**config.mk**
```make
export PLATFORM = sky130hd
export DESIGN_NAME = ahb_interconnect_nslv_flat
export DESIGN_NICKNAME = d
export VERILOG_FILES = /design/src/rtl/ahb_interconnect_nslv_pkg.sv /design/src/rtl/ahb_interconnect_nslv_if.sv /design/src/rtl/ahb_interconnect_nslv_default_slave.sv /design/src/rtl/ahb_interconnect_nslv.sv /design/src/flat_wrapper.sv
export SDC_FILE = /design/constraint.sdc
export NUM_CORES = 1
export LEC_CHECK = 0
export ABC_AREA = 1
export BUFFER_PORTS_ARGS = -buffer_cell sky130_fd_sc_hd__buf_2
export CORE_AREA = 2 2 147 149
export DETAILED_ROUTE_END_ITERATION = 7
export DIE_AREA = 0 0 149 151
export SETUP_SLACK_MARGIN = 0.3
export SYNTH_ARGS = -nofsm -noshare
export SYNTH_HDL_FRONTEND = slang
export SYNTH_SLANG_ARGS = --single-unit
```
**constraint.sdc**
```tcl
create_clock -name HCLK -period 2.1 [get_ports HCLK]
set_input_delay 0.315 -clock HCLK [delete_from_list [all_inputs] [get_ports HCLK]]
set_output_delay 0.315 -clock HCLK [all_outputs]
set_load 0.01 [all_outputs]
```
**src/rtl/ahb_interconnect_nslv_pkg.sv**
```systemverilog
// ahb_interconnect_nslv_pkg
//   Shared definitions for the single-master AHB interconnect.
//   - HTRANS / HRESP encodings
//   - default-slave state enum
//   - slot_base(): start address of slave slot idx, computed in 64 bits so
//     that the slot window compare never wraps at the top of the address space
package ahb_interconnect_nslv_pkg;

    localparam logic [1:0] HTRANS_IDLE   = 2'b00;
    localparam logic [1:0] HTRANS_BUSY   = 2'b01;
    localparam logic [1:0] HTRANS_NONSEQ = 2'b10;
    localparam logic [1:0] HTRANS_SEQ    = 2'b11;

    localparam logic [1:0] HRESP_OKAY    = 2'b00;
    localparam logic [1:0] HRESP_ERROR   = 2'b01;

    typedef enum logic [1:0] {
        DS_IDLE = 2'b00,
        DS_ERR1 = 2'b01,
        DS_ERR2 = 2'b10
    } dflt_state_e;

    // First byte address of slot idx; wide enough that base + N slots cannot overflow.
    function automatic logic [63:0] slot_base(input logic [63:0] base, input int idx, input int shift);
        return base + (64'(idx) << shift);
    endfunction

endpackage

```
**src/rtl/ahb_interconnect_nslv_if.sv**
```systemverilog
// ahb_interconnect_nslv_if
//   Bus bundle for the interconnect: the master-side AHB signals (M_*) and the
//   fanned-out slave-side signals (S_*), slave responses packed per slave.
//   Modports:
//     slave  - the interconnect's view (it is the slave of the CPU master and
//              drives the S_* fan-out)
//     master - the environment's view (CPU master plus the peripheral slaves)
interface ahb_interconnect_nslv_if #(
    parameter int SLAVE_NUM  = 4,
    parameter int ADDR_WIDTH = 32,
    parameter int DATA_WIDTH = 32
);
    logic [ADDR_WIDTH-1:0]           M_HADDR;
    logic [1:0]                      M_HTRANS;
    logic                            M_HWRITE;
    logic [2:0]                      M_HSIZE;
    logic [2:0]                      M_HBURST;
    logic [3:0]                      M_HPORT;
    logic [DATA_WIDTH-1:0]           M_HWDATA;
    logic [DATA_WIDTH-1:0]           M_HRDATA;
    logic [1:0]                      M_HRESP;
    logic                            M_HREADY;

    logic [ADDR_WIDTH-1:0]           S_HADDR;
    logic [1:0]                      S_HTRANS;
    logic                            S_HWRITE;
    logic [2:0]                      S_HSIZE;
    logic [2:0]                      S_HBURST;
    logic [3:0]                      S_HPORT;
    logic [DATA_WIDTH-1:0]           S_HWDATA;
    logic [SLAVE_NUM-1:0]            S_HSEL;
    logic [SLAVE_NUM*DATA_WIDTH-1:0] S_HRDATA;
    logic [SLAVE_NUM*2-1:0]          S_HRESP;
    logic [SLAVE_NUM-1:0]            S_HREADYOUT;

    modport slave (
        input  M_HADDR, M_HTRANS, M_HWRITE, M_HSIZE, M_HBURST, M_HPORT, M_HWDATA,
        output M_HRDATA, M_HRESP, M_HREADY,
        output S_HADDR, S_HTRANS, S_HWRITE, S_HSIZE, S_HBURST, S_HPORT, S_HWDATA, S_HSEL,
        input  S_HRDATA, S_HRESP, S_HREADYOUT
    );

    modport master (
        output M_HADDR, M_HTRANS, M_HWRITE, M_HSIZE, M_HBURST, M_HPORT, M_HWDATA,
        input  M_HRDATA, M_HRESP, M_HREADY,
        input  S_HADDR, S_HTRANS, S_HWRITE, S_HSIZE, S_HBURST, S_HPORT, S_HWDATA, S_HSEL,
        output S_HRDATA, S_HRESP, S_HREADYOUT
    );

endinterface

```
**src/rtl/ahb_interconnect_nslv_default_slave.sv**
```systemverilog
// ahb_interconnect_nslv_default_slave
//   Answers accepted NONSEQ/SEQ transfers that hit no slave with the two-cycle
//   AHB ERROR response, and logs faults for debug.
//   Ports:
//     HCLK, H_nREST  clock, async active-low reset
//     accept         an unmapped NONSEQ/SEQ address phase is accepted this cycle
//     fault_addr     address of that address phase
//     flt_clr        synchronous clear of the fault log
//     hready, hresp  registered data-phase response for the default slave
//     flt_addr       address of the first fault since reset/clear
//     flt_cnt        saturating fault count
module ahb_interconnect_nslv_default_slave
    import ahb_interconnect_nslv_pkg::*;
#(
    parameter int ADDR_WIDTH = 32,
    parameter int CNT_W      = 16
) (
    input  logic                  HCLK,
    input  logic                  H_nREST,
    input  logic                  accept,
    input  logic [ADDR_WIDTH-1:0] fault_addr,
    input  logic                  flt_clr,
    output logic                  hready,
    output logic [1:0]            hresp,
    output logic [ADDR_WIDTH-1:0] flt_addr,
    output logic [CNT_W-1:0]      flt_cnt
);

    dflt_state_e           state_r;
    logic                  hready_r;
    logic [1:0]            hresp_r;
    logic [ADDR_WIDTH-1:0] flt_addr_r;
    logic [CNT_W-1:0]      flt_cnt_r;
    logic                  flt_first_r;
    logic                  enter_err1_s;

    // A new error sequence starts whenever a fault is accepted outside ERR1
    // (ERR1 holds HREADY low, so no address phase can complete there).
    assign enter_err1_s = accept & (state_r != DS_ERR1);

    // Error-response FSM with registered HREADY/HRESP.
    always_ff @(posedge HCLK or negedge H_nREST) begin
        if (!H_nREST) begin
            state_r  <= DS_IDLE;
            hready_r <= 1'b1;
            hresp_r  <= HRESP_OKAY;
        end else begin
            case (state_r)
                DS_IDLE, DS_ERR2: begin
                    if (accept) begin
                        state_r  <= DS_ERR1;
                        hready_r <= 1'b0;
                        hresp_r  <= HRESP_ERROR;
                    end else begin
                        state_r  <= DS_IDLE;
                        hready_r <= 1'b1;
                        hresp_r  <= HRESP_OKAY;
                    end
                end
                DS_ERR1: begin
                    state_r  <= DS_ERR2;
                    hready_r <= 1'b1;
                    hresp_r  <= HRESP_ERROR;
                end
                default: begin
                    state_r  <= DS_IDLE;
                    hready_r <= 1'b1;
                    hresp_r  <= HRESP_OKAY;
                end
            endcase
        end
    end

    // Fault log: clear has priority, a fault in the same cycle is then counted
    // as the first fault after the clear.
    always_ff @(posedge HCLK or negedge H_nREST) begin
        if (!H_nREST) begin
            flt_addr_r  <= '0;
            flt_cnt_r   <= '0;
            flt_first_r <= 1'b0;
        end else if (flt_clr) begin
            if (enter_err1_s) begin
                flt_addr_r  <= fault_addr;
                flt_cnt_r   <= CNT_W'(1);
                flt_first_r <= 1'b1;
            end else begin
                flt_addr_r  <= '0;
                flt_cnt_r   <= '0;
                flt_first_r <= 1'b0;
            end
        end else if (enter_err1_s) begin
            if (flt_cnt_r != {CNT_W{1'b1}}) begin
                flt_cnt_r <= flt_cnt_r + CNT_W'(1);
            end else begin
                flt_cnt_r <= flt_cnt_r;
            end
            if (!flt_first_r) begin
                flt_addr_r  <= fault_addr;
                flt_first_r <= 1'b1;
            end else begin
                flt_addr_r  <= flt_addr_r;
                flt_first_r <= flt_first_r;
            end
        end else begin
            flt_addr_r  <= flt_addr_r;
            flt_cnt_r   <= flt_cnt_r;
            flt_first_r <= flt_first_r;
        end
    end

    assign hready   = hready_r;
    assign hresp    = hresp_r;
    assign flt_addr = flt_addr_r;
    assign flt_cnt  = flt_cnt_r;

endmodule

```
**src/rtl/ahb_interconnect_nslv.sv**
```systemverilog
// ahb_interconnect_nslv
//   Single-master AHB interconnect for SLAVE_NUM memory-mapped slaves.
//   Address phase: slot decode drives S_HSEL; S_HADDR carries the slot offset,
//   the other control/data signals pass straight through.
//   Data phase: a registered select (one-hot slave or built-in default slave)
//   steers HRDATA/HRESP/HREADY back to the master with no added latency.
//   Ports:
//     HCLK, H_nREST          clock, async active-low reset
//     bus (slave modport)    master-side and slave-side AHB signals
//     FLT_ADDR, FLT_CNT      first unmapped-fault address, saturating count
//     FLT_CLR                synchronous clear of the fault log
module ahb_interconnect_nslv
    import ahb_interconnect_nslv_pkg::*;
#(
    parameter int                    SLAVE_NUM  = 4,
    parameter int                    ADDR_WIDTH = 32,
    parameter int                    DATA_WIDTH = 32,
    parameter logic [ADDR_WIDTH-1:0] BASE_ADDR  = 32'h43C0_0000,
    parameter int                    SLOT_SHIFT = 16
) (
    input  logic                  HCLK,
    input  logic                  H_nREST,
    ahb_interconnect_nslv_if.slave bus,
    output logic [ADDR_WIDTH-1:0] FLT_ADDR,
    output logic [15:0]           FLT_CNT,
    input  logic                  FLT_CLR
);

    localparam logic [63:0]           SLOT_SIZE = 64'd1 << SLOT_SHIFT;
    localparam logic [ADDR_WIDTH-1:0] SLOT_MASK = ADDR_WIDTH'(SLOT_SIZE - 64'd1);

    logic [SLAVE_NUM-1:0]  hit_s;
    logic                  unmapped_s;
    logic [63:0]           addr_ext_s;
    logic [SLAVE_NUM-1:0]  dsel_r;
    logic                  dsel_dflt_r;
    logic [DATA_WIDTH-1:0] sel_rdata_s;
    logic [1:0]            sel_resp_s;
    logic                  sel_ready_s;
    logic                  m_hready_s;
    logic                  dflt_accept_s;
    logic                  dflt_hready_s;
    logic [1:0]            dflt_hresp_s;

    assign addr_ext_s = 64'(bus.M_HADDR);

    // Slot decode, widened so BASE + N slots never wraps past the address space.
    always_comb begin
        logic [63:0] lo_s;
        lo_s  = '0;
        hit_s = '0;
        for (int i = 0; i < SLAVE_NUM; i++) begin
            lo_s     = slot_base(64'(BASE_ADDR), i, SLOT_SHIFT);
            hit_s[i] = (addr_ext_s >= lo_s) && (addr_ext_s < (lo_s + SLOT_SIZE));
        end
    end

    assign unmapped_s = ~|hit_s;

    // Address-phase fan-out.
    assign bus.S_HSEL   = hit_s;
    assign bus.S_HADDR  = bus.M_HADDR & SLOT_MASK;
    assign bus.S_HTRANS = bus.M_HTRANS;
    assign bus.S_HWRITE = bus.M_HWRITE;
    assign bus.S_HSIZE  = bus.M_HSIZE;
    assign bus.S_HBURST = bus.M_HBURST;
    assign bus.S_HPORT  = bus.M_HPORT;
    assign bus.S_HWDATA = bus.M_HWDATA;

    // Data-phase select follows the pipeline: it only advances when the current
    // data phase completes. Unmapped IDLE/BUSY selects nothing (zero-wait OKAY).
    always_ff @(posedge HCLK or negedge H_nREST) begin
        if (!H_nREST) begin
            dsel_r      <= '0;
            dsel_dflt_r <= 1'b0;
        end else if (m_hready_s) begin
            dsel_r      <= hit_s;
            dsel_dflt_r <= unmapped_s & bus.M_HTRANS[1];
        end else begin
            dsel_r      <= dsel_r;
            dsel_dflt_r <= dsel_dflt_r;
        end
    end

    // AND-OR response mux over the one-hot slave select; with nothing selected
    // this yields 0 / OKAY / ready.
    always_comb begin
        sel_rdata_s = '0;
        sel_resp_s  = HRESP_OKAY;
        for (int i = 0; i < SLAVE_NUM; i++) begin
            sel_rdata_s = sel_rdata_s | ({DATA_WIDTH{dsel_r[i]}} & bus.S_HRDATA[i*DATA_WIDTH +: DATA_WIDTH]);
            sel_resp_s  = sel_resp_s  | ({2{dsel_r[i]}} & bus.S_HRESP[i*2 +: 2]);
        end
        sel_ready_s = (~|dsel_r) | (|(dsel_r & bus.S_HREADYOUT));
    end

    assign m_hready_s   = dsel_dflt_r ? dflt_hready_s : sel_ready_s;
    assign bus.M_HREADY = m_hready_s;
    assign bus.M_HRESP  = dsel_dflt_r ? dflt_hresp_s : sel_resp_s;
    assign bus.M_HRDATA = dsel_dflt_r ? {DATA_WIDTH{1'b0}} : sel_rdata_s;

    assign dflt_accept_s = m_hready_s & unmapped_s & bus.M_HTRANS[1];

    ahb_interconnect_nslv_default_slave #(
        .ADDR_WIDTH (ADDR_WIDTH),
        .CNT_W      (16)
    ) u_default_slave (
        .HCLK       (HCLK),
        .H_nREST    (H_nREST),
        .accept     (dflt_accept_s),
        .fault_addr (bus.M_HADDR),
        .flt_clr    (FLT_CLR),
        .hready     (dflt_hready_s),
        .hresp      (dflt_hresp_s),
        .flt_addr   (FLT_ADDR),
        .flt_cnt    (FLT_CNT)
    );

endmodule

```
**src/flat_wrapper.sv**
```systemverilog
// flat-port wrapper written by rule: the top's interface ports become plain ports
module ahb_interconnect_nslv_flat import ahb_interconnect_nslv_pkg::*;
#(
    parameter int                    SLAVE_NUM  = 4,
    parameter int                    ADDR_WIDTH = 32,
    parameter int                    DATA_WIDTH = 32,
    parameter logic [ADDR_WIDTH-1:0] BASE_ADDR  = 32'h43C0_0000,
    parameter int                    SLOT_SHIFT = 16
)
  (HCLK, H_nREST, FLT_ADDR, FLT_CNT, FLT_CLR, bus_M_HADDR, bus_M_HTRANS, bus_M_HWRITE, bus_M_HSIZE, bus_M_HBURST, bus_M_HPORT, bus_M_HWDATA, bus_M_HRDATA, bus_M_HRESP, bus_M_HREADY, bus_S_HADDR, bus_S_HTRANS, bus_S_HWRITE, bus_S_HSIZE, bus_S_HBURST, bus_S_HPORT, bus_S_HWDATA, bus_S_HSEL, bus_S_HRDATA, bus_S_HRESP, bus_S_HREADYOUT);
  ahb_interconnect_nslv_if #(.SLAVE_NUM(SLAVE_NUM), .ADDR_WIDTH(ADDR_WIDTH), .DATA_WIDTH(DATA_WIDTH)) bus_i ();
  input  logic HCLK;
  input  logic H_nREST;
  output logic [ADDR_WIDTH-1:0] FLT_ADDR;
  output logic [15:0] FLT_CNT;
  input  logic FLT_CLR;
  input wire logic [$bits(bus_i.M_HADDR)-1:0] bus_M_HADDR;
  input wire logic [$bits(bus_i.M_HTRANS)-1:0] bus_M_HTRANS;
  input wire logic [$bits(bus_i.M_HWRITE)-1:0] bus_M_HWRITE;
  input wire logic [$bits(bus_i.M_HSIZE)-1:0] bus_M_HSIZE;
  input wire logic [$bits(bus_i.M_HBURST)-1:0] bus_M_HBURST;
  input wire logic [$bits(bus_i.M_HPORT)-1:0] bus_M_HPORT;
  input wire logic [$bits(bus_i.M_HWDATA)-1:0] bus_M_HWDATA;
  output wire logic [$bits(bus_i.M_HRDATA)-1:0] bus_M_HRDATA;
  output wire logic [$bits(bus_i.M_HRESP)-1:0] bus_M_HRESP;
  output wire logic [$bits(bus_i.M_HREADY)-1:0] bus_M_HREADY;
  output wire logic [$bits(bus_i.S_HADDR)-1:0] bus_S_HADDR;
  output wire logic [$bits(bus_i.S_HTRANS)-1:0] bus_S_HTRANS;
  output wire logic [$bits(bus_i.S_HWRITE)-1:0] bus_S_HWRITE;
  output wire logic [$bits(bus_i.S_HSIZE)-1:0] bus_S_HSIZE;
  output wire logic [$bits(bus_i.S_HBURST)-1:0] bus_S_HBURST;
  output wire logic [$bits(bus_i.S_HPORT)-1:0] bus_S_HPORT;
  output wire logic [$bits(bus_i.S_HWDATA)-1:0] bus_S_HWDATA;
  output wire logic [$bits(bus_i.S_HSEL)-1:0] bus_S_HSEL;
  input wire logic [$bits(bus_i.S_HRDATA)-1:0] bus_S_HRDATA;
  input wire logic [$bits(bus_i.S_HRESP)-1:0] bus_S_HRESP;
  input wire logic [$bits(bus_i.S_HREADYOUT)-1:0] bus_S_HREADYOUT;
  assign bus_i.M_HADDR = bus_M_HADDR;
  assign bus_i.M_HTRANS = bus_M_HTRANS;
  assign bus_i.M_HWRITE = bus_M_HWRITE;
  assign bus_i.M_HSIZE = bus_M_HSIZE;
  assign bus_i.M_HBURST = bus_M_HBURST;
  assign bus_i.M_HPORT = bus_M_HPORT;
  assign bus_i.M_HWDATA = bus_M_HWDATA;
  assign bus_M_HRDATA = bus_i.M_HRDATA;
  assign bus_M_HRESP = bus_i.M_HRESP;
  assign bus_M_HREADY = bus_i.M_HREADY;
  assign bus_S_HADDR = bus_i.S_HADDR;
  assign bus_S_HTRANS = bus_i.S_HTRANS;
  assign bus_S_HWRITE = bus_i.S_HWRITE;
  assign bus_S_HSIZE = bus_i.S_HSIZE;
  assign bus_S_HBURST = bus_i.S_HBURST;
  assign bus_S_HPORT = bus_i.S_HPORT;
  assign bus_S_HWDATA = bus_i.S_HWDATA;
  assign bus_S_HSEL = bus_i.S_HSEL;
  assign bus_i.S_HRDATA = bus_S_HRDATA;
  assign bus_i.S_HRESP = bus_S_HRESP;
  assign bus_i.S_HREADYOUT = bus_S_HREADYOUT;
  ahb_interconnect_nslv #(.SLAVE_NUM(SLAVE_NUM), .ADDR_WIDTH(ADDR_WIDTH), .DATA_WIDTH(DATA_WIDTH), .BASE_ADDR(BASE_ADDR), .SLOT_SHIFT(SLOT_SHIFT)) u_core (.HCLK(HCLK), .H_nREST(H_nREST), .bus(bus_i), .FLT_ADDR(FLT_ADDR), .FLT_CNT(FLT_CNT), .FLT_CLR(FLT_CLR));
endmodule
```
==> metrics.yaml, run 1 <==
outcome: "complete, no violations"
dp_slack_ns: -0.01241
routedWlPerCell_um: 17.43
area_growth_pct: 45.16
firstDrtPassIters: 4
setup.worst_path.end_class: "output port"
nets: 1112
grt_pass1_wl_um: 27080
vdd_drop_max_mv: 0.4354
cts_sinks: 58
drt_iter0_markers: 256
grt_max_degree: 33
finalHoldViolations: 0
fp.dieW_um: 149
holdWs_ns: 0.1998
antenna_found_initial: 3
drc_errors: 0
cts_buffers: 9
grt_pass1_vias: 4519
fin_tns_setup_ns: 0
wl_met1_um: 8245
worst_setup_path_start_kind: "flop"
grt_setup_unrepaired: "yes"
ys_seq_elements: 58
synthCells: 654
min_period_over_period_pct: 88.94
dieArea_um2: 22500
postPlaceCellArea_um2: 5667
htreeDepth: 3
gp_congestion: 0.8454
numPortBuffers: 279
dpl.hpwl_um: 15700
layout-drive-gt1-share_pct: 42.62
ys_types: 35
max_freq_mhz: 535.4
core-area_um2: 20820
top_layer: "met4"
holdCritPathClass: "primary input to flop"
routed_wl_um: 20390
setup_slack_ns: 0.2322
cts_tree: "built"
mappedNetlistArea_um2: 4474
maxSlewHeadroom_pct: 63.01
cap_violations: 0
crit_type: "flop to output port"
antenna_left: 0
critPathRequiredTime_ns: 1.78
pin_count: 384
slew_violations: 0
fin_area_um2: 6495
syn_area_per_cell_um2: 6.841
start_util_pct: 21.49
cts_buffer_depth: 2
yosysWarnings: 0
dr_wl_met3_um: 1493
min_period_ns: 1.868
cp_max_fo: 10
num_rows: 53
grt_remaining_overflow: 0
insertion_delay_ns: 0.32
viasPerCell: 4.353
grt_usage_pct: 15.95
vias: 5093
ys_seq_area_share_pct: 32.47
worst_slew_pin_slew_ns: 0.5549
clk_pin_slew_ns: 0.05
setup_viol: 0
fp.dieH_um: 151
leakage_uw: 0.003381
post-route-util_pct: 31.19
fin_skew_ns: 0.01041
dr_wl_met2_um: 10360
cts-root-buf: "clkbuf_16"
powerDensity_nw_per_um2: 818.5
crit_arrival_ns: 1.55
cells by family after synthesis:
group | synth area share (%)
fa+ha+maj | 0.2796
compound gates | 8.306
other cells | 0.08381
xor+xnor | 2.349
buf+inv | 19.91
flops | 32.47
simple gates | 36.60
final cells by class:
cell class,count,area [um2]
tap,275,344.1
antenna,1,2.502
sequential,58,1460
timing repair buffer,316,1876
clock buffer,12,256.5
multi-input combinational,473,2419
inverter,33,123.9
fill,2288,14330
clock inverter,2,13.76
cells in the mapped netlist, drive strengths merged:
master    n  area share, %
or2       1           0.14
o21ai     7            1.0
a21oi     3           0.42
buf      98             16
conb      1          0.084
xnor2     2           0.39
nor2     43            4.2
dfrtp    57             32
clkbuf    9           0.75
nand3    29            3.4
ha        1           0.28
inv      33            2.8
a22o      1           0.20
nor4      2           0.28
nand2   310             27
nor3      3           0.34
dfstp     1           0.59
nor3b     2           0.34
xor2     10            2.0
nand3b    1           0.17
a41oi    33            6.5
nand4     6           0.84
a221oi    1           0.20
where the power goes:
group          internal [uW]  switching (uW)  total [uW]
clock network            849             514        1360
logic                    938            1370        2300
registers               1450             198        1650
worst max-delay path, cell delays in order, from the launching register on:
cell	delay, ns
dfrtp_2	0.46
buf_4	0.15
buf_6	0.11
buf_16	0.14
nand2_1	0.08
a41oi_2	0.12
buf_2	0.16
per-layer routing:
metal  vias to the layer above  GRT usage, %
li1                       2464             -
met1                      2372         19.58
met2                       234         28.43
met3                        23         3.675
met4                         0         3.571
met5                         -             0
repair_timing:
item | in CTS | in global routing
setup endpoints to repair | 79 | 81
setup buffers | 9 | 3
pin swaps | 2 | 10
hold buffers | 1 | 0
endpoints found under the hold margin | 21 | 0
gates resized for setup | 42 | 30
cloned | 1 | 5
sequential cells by signal, indices dropped and copies added (netlist names):
name and cells:
u_core.u_default_slave.flt_first_r 1, u_core.u_default_slave.flt_cnt 16, u_core.u_default_slave.hresp 1, u_core.dsel_r 4, u_core.dsel_dflt_r 1, u_core.u_default_slave.hready 1
u_core.u_default_slave.state_r 2, u_core.u_default_slave.flt_addr 32
through the flow:
| stage | std cells | total power, uW |
|---|---|---|
| 4_1_cts | 1161 | 5153 |
| 5_1_grt | 1170 | 5674 |
| 2_1_floorplan | 669 | 2829 |
| 3_5_place_dp | 1136 | 3613 |
| 6_report | 1170 | 5316 |
| 3_3_place_gp | 1136 | 3601 |
final timing paths:
path | startpoint | end | slack [ns] | cells past startpoint
max | u_core.dsel_r[1] | bus_M_HRDATA[22] | 0.23 | 6
min | bus_M_HADDR[4] | u_core.u_default_slave.flt_addr[4] | 0.20 | 3
max reg2reg | u_core.dsel_r[2] | u_core.u_default_slave.flt_cnt[15] | 0.28 | 13
min reg2reg | u_core.u_default_slave.state_r[1] | u_core.u_default_slave.state_r[1] | 0.41 | 1
max in group asynchronous | H_nREST | u_core.u_default_slave.hready | 0.87 | 3
min in group asynchronous | H_nREST | u_core.u_default_slave.flt_cnt[11] | 0.51 | 2
cell usage in the layout, fill, tap and decap left out, types with 2 or more instances in the layout:
| master | n |
|---|---|
| a21oi_1 | 2 |
| a41oi_1 | 15 |
| a41oi_2 | 18 |
| buf_12 | 7 |
| buf_2 | 276 |
| buf_4 | 17 |
| buf_6 | 11 |
| clkbuf_16 | 11 |
| clkbuf_8 | 2 |
| conb_1 | 16 |
| dfrtp_1 | 51 |
| dfrtp_2 | 6 |
| inv_1 | 32 |
| nand2_1 | 302 |
| nand2_2 | 3 |
| nand2_4 | 3 |
| nand2_8 | 4 |
| nand3_1 | 26 |
| nand3_2 | 3 |
| nand4_1 | 6 |
| nor2_1 | 35 |
| nor2_2 | 4 |
| nor2_4 | 4 |
| nor3_1 | 3 |
| nor3b_1 | 2 |
| nor4_1 | 2 |
| o21ai_0 | 5 |
| xnor2_1 | 2 |
| xor2_1 | 10 |
Power figures use the tool's default switching activity.
==> run 2: changes to the inputs <==
- SYNTH_HIERARCHICAL: unset -> 1
==> run 2 against run 1 <==
Worst setup slack improved by 0.022 ns. Clock power about the same. Synthesized cell count up 2.9%. Count of clock-buffer cells in the layout fell by 1. Sequential share of layout area decreased by 1.1 points. Register-to-register slack about the same. Non-clock buffer count grew 7. Final cell count grew 2.4%. Sequential power down 4%. Via count rose by 4.8%. Core utilization rose by 1.6 points.
==> metrics.yaml, run 2 <==
outcome: "complete, no violations"
ys.flop_type: "dfrtp_1"
synth.area.top_cells: "dfrtp_1 (31%), nand2_1 (18%), buf_4 (13%)"
area_growth_pct: 49.43
drt_iter0_markers: 228  # -11%
intPower_uw: 3290  # +1.6%
grt_pass1_wl_um: 26710  # -1.4%
whs_endpoint: "u_core/u_default_slave/flt_addr[3]"
numPortBuffers: 279  # unchanged
layout-drive-gt1-share_pct: 46.35  # +3.7 points
core-area_um2: 20820  # unchanged
critPathRequiredTime_ns: 1.78  # about the same
syn_area_per_cell_um2: 6.793  # -0.70%
crit_path_cell_trace: "buf_12, nand2_1, a41oi_2, buf_2"
cts_sinks: 58  # unchanged
yosysTopAreaCell: "dfrtp_1"
routed_wl_um: 20170  # -1.1%
grt_pass1_vias: 4676  # +3.5%
firstDrtPassIters: 8  # +4
crit_family: "flip-flops"
rrSetupSlack_ns: 0.27  # about the same
nets: 1135  # +2.1%
hp-start: "bus_M_HADDR[3]"
r2r-end: "u_core/u_default_slave/flt_addr[31]"
cts_buffer_depth: 2  # unchanged
seq_power_share_pct: 29.6  # -1.4 points
start_util_pct: 21.96  # +0.47 points
vdd_drop_max_mv: 0.4087  # -6.1%
synthCells: 673  # +2.9%
p_sw_uw: 2074  # -0.13%
grtUsageMet3_pct: 6.084  # +2.4 points
ff2ff_path_depth: 14  # +1
min_period_ns: 1.846  # -0.02191 ns
gp_congestion: 0.8474  # +0.24%
yosysWarnings: 6  # +6
slew_violations: 0  # unchanged
grt_max_degree: 59  # +79%
ys_seq_elements: 58  # unchanged
switching_share_pct: 38.67  # -0.40 points
max_freq_mhz: 541.7  # +1.2%
dieArea_um2: 22500  # unchanged
combPwrFrac_pct: 45.5  # +2.2 points
setup.worst_path.end_class: "output port"
synthArstFlopShare_pct: 100.0  # unchanged
clk_pin_slew_ns: 0.05  # about the same
leakage_uw: 0.003356  # -0.72%
htreeDepth: 3  # unchanged
cap_violations: 0  # unchanged
final_common_cell: "buf_2"
crit_path_top_delay_cell: "dfrtp_2"
cts_buffers: 9  # unchanged
synth_edf_count: 0  # unchanged
worst_setup_path_start_kind: "flop"
cp_max_fo: 34  # +24
synth_top_area_share_pct: 31.20  # -0.68 points
grt_setup_unrepaired: "yes"
drc_errors: 0  # unchanged
setup_viol: 0  # unchanged
antenna_found_initial: 4  # +1
insertion_delay_ns: 0.33  # about the same
path_buf_inv: 2  # -2
cpPeakStageDelay_ns: 0.42  # -0.04 ns
fp.dieW_um: 149  # unchanged
fin_tns_setup_ns: 0  # unchanged
synth_commonest_cells: "nand2_1 (225), buf_4 (80), inv_1 (62)"
grtUsageMet1_pct: 18.01  # -1.6 points
crit_arrival_ns: 1.53  # -0.02 ns
pwr-share-clk_pct: 24.9  # -0.7 points
yosysMostFrequentCell: "nand2_1"
powerDensity_nw_per_um2: 785.3  # -4.1%
largest_register_ffs: 32  # unchanged
grt_usage_pct: 15.62  # -0.33 points
finalHoldViolations: 0  # unchanged
min_period_over_period_pct: 87.90  # -1.0 points
fp.dieH_um: 151  # unchanged
cts_tree: "built"
num_rows: 53  # unchanged
worstHoldPathCells: 3  # unchanged
ys_types: 34  # -2.9%
cts-root-buf: "clkbuf_16"
antenna_left: 0  # unchanged
holdCritPathClass: "primary input to flop"
routedWlPerCell_um: 16.83  # -3.4%
fin_skew_ns: 0.009046  # -0.001365 ns
holdWs_ns: 0.2378  # +0.03796 ns
pin_count: 384  # unchanged
grt_busiest_layer: "met2"
mappedNetlistArea_um2: 4572  # +2.2%
ys_seq_area_share_pct: 31.77  # -0.69 points
vias: 5336  # +4.8%
grt_remaining_overflow: 0  # unchanged
dpl.hpwl_um: 15000  # -4.4%
use_met2_pct: 26.11  # -2.3 points
viasPerCell: 4.454  # +2.3%
crit_type: "flop to output port"
final_cell_mix: "buf_2 (276), nand2_1 (221), inv_1 (61)"
r2r-start: "u_core/dsel_r[3]"
[run 2: cell type report]
type | count | area, um2
Fill cell | 2299 | 13990
Multi-Input combinational cell | 451 | 2427
Timing Repair Buffer | 323 | 2051
Sequential cell | 58 | 1458
Tap cell | 275 | 344.1
Inverter | 71 | 269.0
Clock buffer | 11 | 242.7
Clock inverter | 5 | 30.03
Antenna cell | 4 | 10.01
[run 2: repair_timing]
| action | in CTS | in global routing |
|---|---|---|
| buffers inserted | 7 | 6 |
| endpoints found under the hold margin | 6 | 0 |
| pin swaps | 7 | 16 |
| hold buffers | 1 | 0 |
| gates resized for setup | 73 | 33 |
| cloned | 2 | 6 |
| setup endpoints to repair | 82 | 84 |
[run 2: tightest hold or removal path, cell delays in order]
cell and delay, ns:
buf_2 0.08, nand3_1 0.06, o21ai_1 0.06
[run 2: how the worst max path moves through the flow]
stage	from	to	slack (ns)	depth (start not counted)
3_5_place_dp	bus_M_HADDR[21]	u_core/u_default_slave/flt_cnt[12]	-0.13	15
3_3_place_gp	bus_M_HADDR[21]	u_core/u_default_slave/flt_cnt[12]	-0.04	15
5_1_grt	u_core/dsel_r[3]	u_core/u_default_slave/flt_addr[13]	0.17	14
2_1_floorplan	u_core/dsel_r[0]	u_core/u_default_slave/flt_cnt[10]	0.25	16
6_report	u_core/dsel_r[2]	bus_M_HRDATA[19]	0.25	4
4_1_cts	u_core/dsel_r[3]	bus_M_HRDATA[29]	0.23	4
[run 2: routing by layer]
metal  wire (um)  vias up  part of all wire (%)
li1            -     2558                     -
met1        7773     2483                    39
met2        9856      279                    49
met3        2049       16                    10
met4         487        0                   2.4
met5           0        -                     0
[run 2: cells by family (layout without fill, tap and decap cells)]
kind of cell / after synthesis / count (layout) / synth area share (%)
xor+xnor: 3 / 3 / 0.5748
buf+inv: 179 / 410 / 22.19
other cells: 2 / 21 / 0.1643
compound gates: 87 / 87 / 12.81
fa+ha+maj: 1 / 1 / 0.2736
simple gates: 343 / 343 / 32.21
flops: 58 / 58 / 31.77
[run 2: power by group through the flow]
stage,registers [uW],logic (uW),clock network [uW]
after floorplan,1660,1050,0
after global placement,1580,1970,0
after detailed placement,1580,1980,0
after CTS,1590,2270,1370
after global routing,1620,2680,1430
final,1590,2440,1340
[run 2: per-stage QoR]
| step | setup WS [ns] | std cells | power, uW | cell area (um2) | util [%] |
|---|---|---|---|---|---|
| floorplan | 0.2508 | 688 | 2710 | 4634 | - |
| CTS | 0.2307 | 1182 | 5229 | 6462 | 31.04 |
| global placement | -0.04282 | 1156 | 3551 | 5864 | 28.16 |
| detailed placement | -0.1280 | 1156 | 3565 | 5864 | 28.16 |
| finish | 0.2541 | 1198 | 5365 | 6832 | 32.81 |
| global route | 0.1675 | 1198 | 5728 | 6832 | 32.81 |
==> run 3: changes to the inputs <==
- ABC_AREA: 1 -> unset
- CORE_AREA: 2 2 147 149 -> 2 2 150 152
- DIE_AREA: 0 0 149 151 -> 0 0 152 154
==> run 3 against run 2 <==
The flow now finishes with violations (negative setup slack). Non-clock buffer count up 14. Count of clock-buffer cells in the layout up 1. Flip-flop and latch count unchanged. Critical endpoint is now bus_M_HRESP[1]. Register-to-register slack worse by 0.31 ns. Clock skew up 0.0023 ns. Global-route usage up 0.37 points. Wire length about the same. Via count down 19%. Largest cell class unchanged. Worst setup slack worse by 0.31 ns. Sequential share of layout area up 0.20 points.
==> metrics.yaml, run 3 <==
fin_tns_setup_ns: -0.1154  # -0.1154 ns
cts_sinks: 58  # unchanged
finalHoldViolations: 0  # unchanged
yosysMostFrequentCell: "buf_4"
dp_slack_ns: -0.1090  # +0.01897 ns
grt_setup_unrepaired: "yes"
synth_top_area_share_pct: 36.38  # +5.2 points
setup_viol: 4  # +4
holdWs_ns: 0.2158  # -0.02201 ns
vdd_drop_max_mv: 0.3291  # -19%
cts-root-buf: "clkbuf_16"
area_growth_pct: 72.02
numPortBuffers: 279  # unchanged
ys_seq_elements: 58  # unchanged
synth_mux_area_share_pct: 1.978  # +2.0 points
routedWlPerCell_um: 21.33  # +27%
multi_input_area_um2: 2332  # -3.9%
syn_area_per_cell_um2: 9.706  # +43%
yosysWarnings: 6  # unchanged
ys.flop_type: "dfrtp_1"
antenna_found_initial: 4  # unchanged
clk_pin_slew_ns: 0.05  # about the same
cts_buffers: 9  # unchanged
layout-drive-gt1-share_pct: 71.73  # +25 points
min_period_ns: 2.155  # +0.3091 ns
crit_type: "flop to output port"
max_freq_mhz: 464.0  # -14%
firstDrtPassIters: 4  # -4
min_period_over_period_pct: 102.6  # +15 points
fp.dieW_um: 152  # +2.0%
synth_commonest_cells: "buf_4 (80), a22oi_1 (69), dfrtp_1 (57)"
grt_usage_pct: 15.99  # +0.37 points
synth_edf_count: 0  # unchanged
fill_cells: 2220  # -3.4%
fin_skew_ns: 0.01131  # +0.002264 ns
cpPeakStageDelay_ns: 0.41  # about the same
drc_errors: 0  # unchanged
synth_fa_ha_area_share_pct: 0.3191  # +0.045 points
crit_path_cell_trace: "buf_4, buf_6, buf_12, a22oi_2, nand2_1, mux2_2, buf_6"
grt_pass1_wl_um: 27980  # +4.8%
outcome: "complete, but fails checks"
final_common_cell: "buf_2"
antenna_left: 0  # unchanged
setup.worst_path.end_class: "output port"
synth_xor_area_share_pct: 2.680  # +2.1 points
crit_path_top_delay_cell: "dfrtp_1"
leakage_uw: 0.003239  # -3.5%
dpl.hpwl_um: 14390  # -4.1%
cp_max_fo: 8  # -76%
critPathRequiredTime_ns: 1.78  # about the same
vias: 4320  # -19%
nets: 881  # -22%
gp_congestion: 0.8163  # -3.7%
cts_tree: "built"
synth.area.top_cells: "dfrtp_1 (36%), buf_4 (15%), a22oi_1 (13%)"
grt_max_degree: 40  # -32%
dieArea_um2: 23410  # +4.0%
final_cell_mix: "buf_2 (267), a22oi_2 (59), dfrtp_1 (57)"
setup_slack_ns: -0.05501  # -0.3091 ns
insertion_delay_ns: 0.33  # about the same
synthArstFlopShare_pct: 100.0  # unchanged
synth_top_family_by_area: "compound AO/OA/AOI/OAI gates"
worst_setup_path_start_kind: "flop"
rrSetupSlack_ns: -0.04  # -0.31 ns
start_util_pct: 18.08  # -3.9 points
ys_seq_area_share_pct: 37.05  # +5.3 points
post-route-util_pct: 31.10  # -1.7 points
violations: "negative setup slack"
holdCritPathClass: "primary input to flop"
cap_violations: 0  # unchanged
mappedNetlistArea_um2: 3921  # -14%
synth_compound_area_share_pct: 29.00  # +16 points
slew_violations: 0  # unchanged
ys_types: 45  # +32%
synthCells: 404  # -40%
seq_area_um2: 1453  # -0.34%
cts_buffer_depth: 2  # unchanged
fp.dieH_um: 154  # +2.0%
htreeDepth: 3  # unchanged
grt_pass1_vias: 4258  # -8.9%
pin_count: 384  # unchanged
crit_arrival_ns: 1.84  # +0.31 ns
largest_register_ffs: 32  # unchanged
viasPerCell: 4.567  # +2.5%
synth_simple_gate_area_share_pct: 9.987  # -22 points
num_rows: 54  # +1.9%
routed_wl_um: 20180  # about the same
grt_remaining_overflow: 0  # unchanged
yosysTopAreaCell: "dfrtp_1"
core-area_um2: 21690  # +4.2%
drt_iter0_markers: 264  # +16%
crit_top_cell: "buf_6"
powerDensity_nw_per_um2: 563.9  # -28%
-- run 3: worst max-delay path: cells and delay by family (launching register included) --
kind	cells	cell delay (ns)
AND/OR/NAND/NOR	1	0.08
multiplexers	1	0.27
flip-flops	1	0.41
buffers and inverters	4	0.56
AO/OA/AOI/OAI	1	0.21
-- run 3: cell type report --
class | instances | share of cell area [%]
diodes | 1 | 0.03710
inverters | 3 | 0.1669
flip-flops and latches | 58 | 21.54
repair buffers | 337 | 33.37
multi-input cells | 251 | 34.58
clock inverters | 4 | 1.465
well taps | 280 | 5.194
clock buffers | 12 | 3.654
-- run 3: routing by layer --
layer	up-vias	global-route usage [%]	share of wire, %
met4	2	6.053	4.0
met3	38	5.271	8.5
met2	250	27.86	51
met1	2085	18.20	37
met5	-	0	0.064
li1	1945	-	-
-- run 3: kinds of logic (layout without fill, tap and decap cells) --
kind of cell,after synthesis,after routing
AOI/OAI and AO/OA,155,155
other,2,18
and+or+nand+nor,59,59
buffers and inverters,110,356
xor gates and xnor gates,12,12
DFF,58,58
muxes,7,7
adders and majority gates,1,1
-- run 3: power breakdown --
group	switching (uW)	internal [uW]	leakage (uW)
Sequential	69.8	1220	0.000769
Combinational	424	367	0.00230
Clock	525	1190	0.000167
-- run 3: worst paths after layout --
kind | cells past startpoint | start | to
min reg2reg | 1 | u_core/u_default_slave/state_r[0] | u_core/u_default_slave/state_r[0]
min in group asynchronous | 2 | H_nREST | u_core/u_default_slave/flt_cnt[9]
min | 2 | bus_M_HADDR[11] | u_core/u_default_slave/flt_addr[11]
max | 7 | u_core/dsel_r[3] | bus_M_HRESP[1]
max in group asynchronous | 3 | H_nREST | u_core/u_default_slave/flt_addr[0]
max reg2reg | 10 | u_core/dsel_r[1] | u_core/u_default_slave/flt_cnt[15]
-- run 3: repair_timing --
action                                 4_1_cts  5_1_grt
gates cloned                                 6        2
setup endpoints to repair                   88       88
setup buffers                               11        6
hold buffers                                 1        0
gates resized for setup                     97       63
pin swaps                                   22       58
endpoints found under the hold margin       18        0
-- run 3: metrics by stage --
step | power [uW] | area [um2] | instances
after CTS | 3830 | 6340 | 937
after global routing | 3978 | 6745 | 946
after global placement | 2022 | 5315 | 903
after floorplan | 1720 | 4028 | 419
final | 3804 | 6745 | 946
after detailed placement | 2026 | 5315 | 903
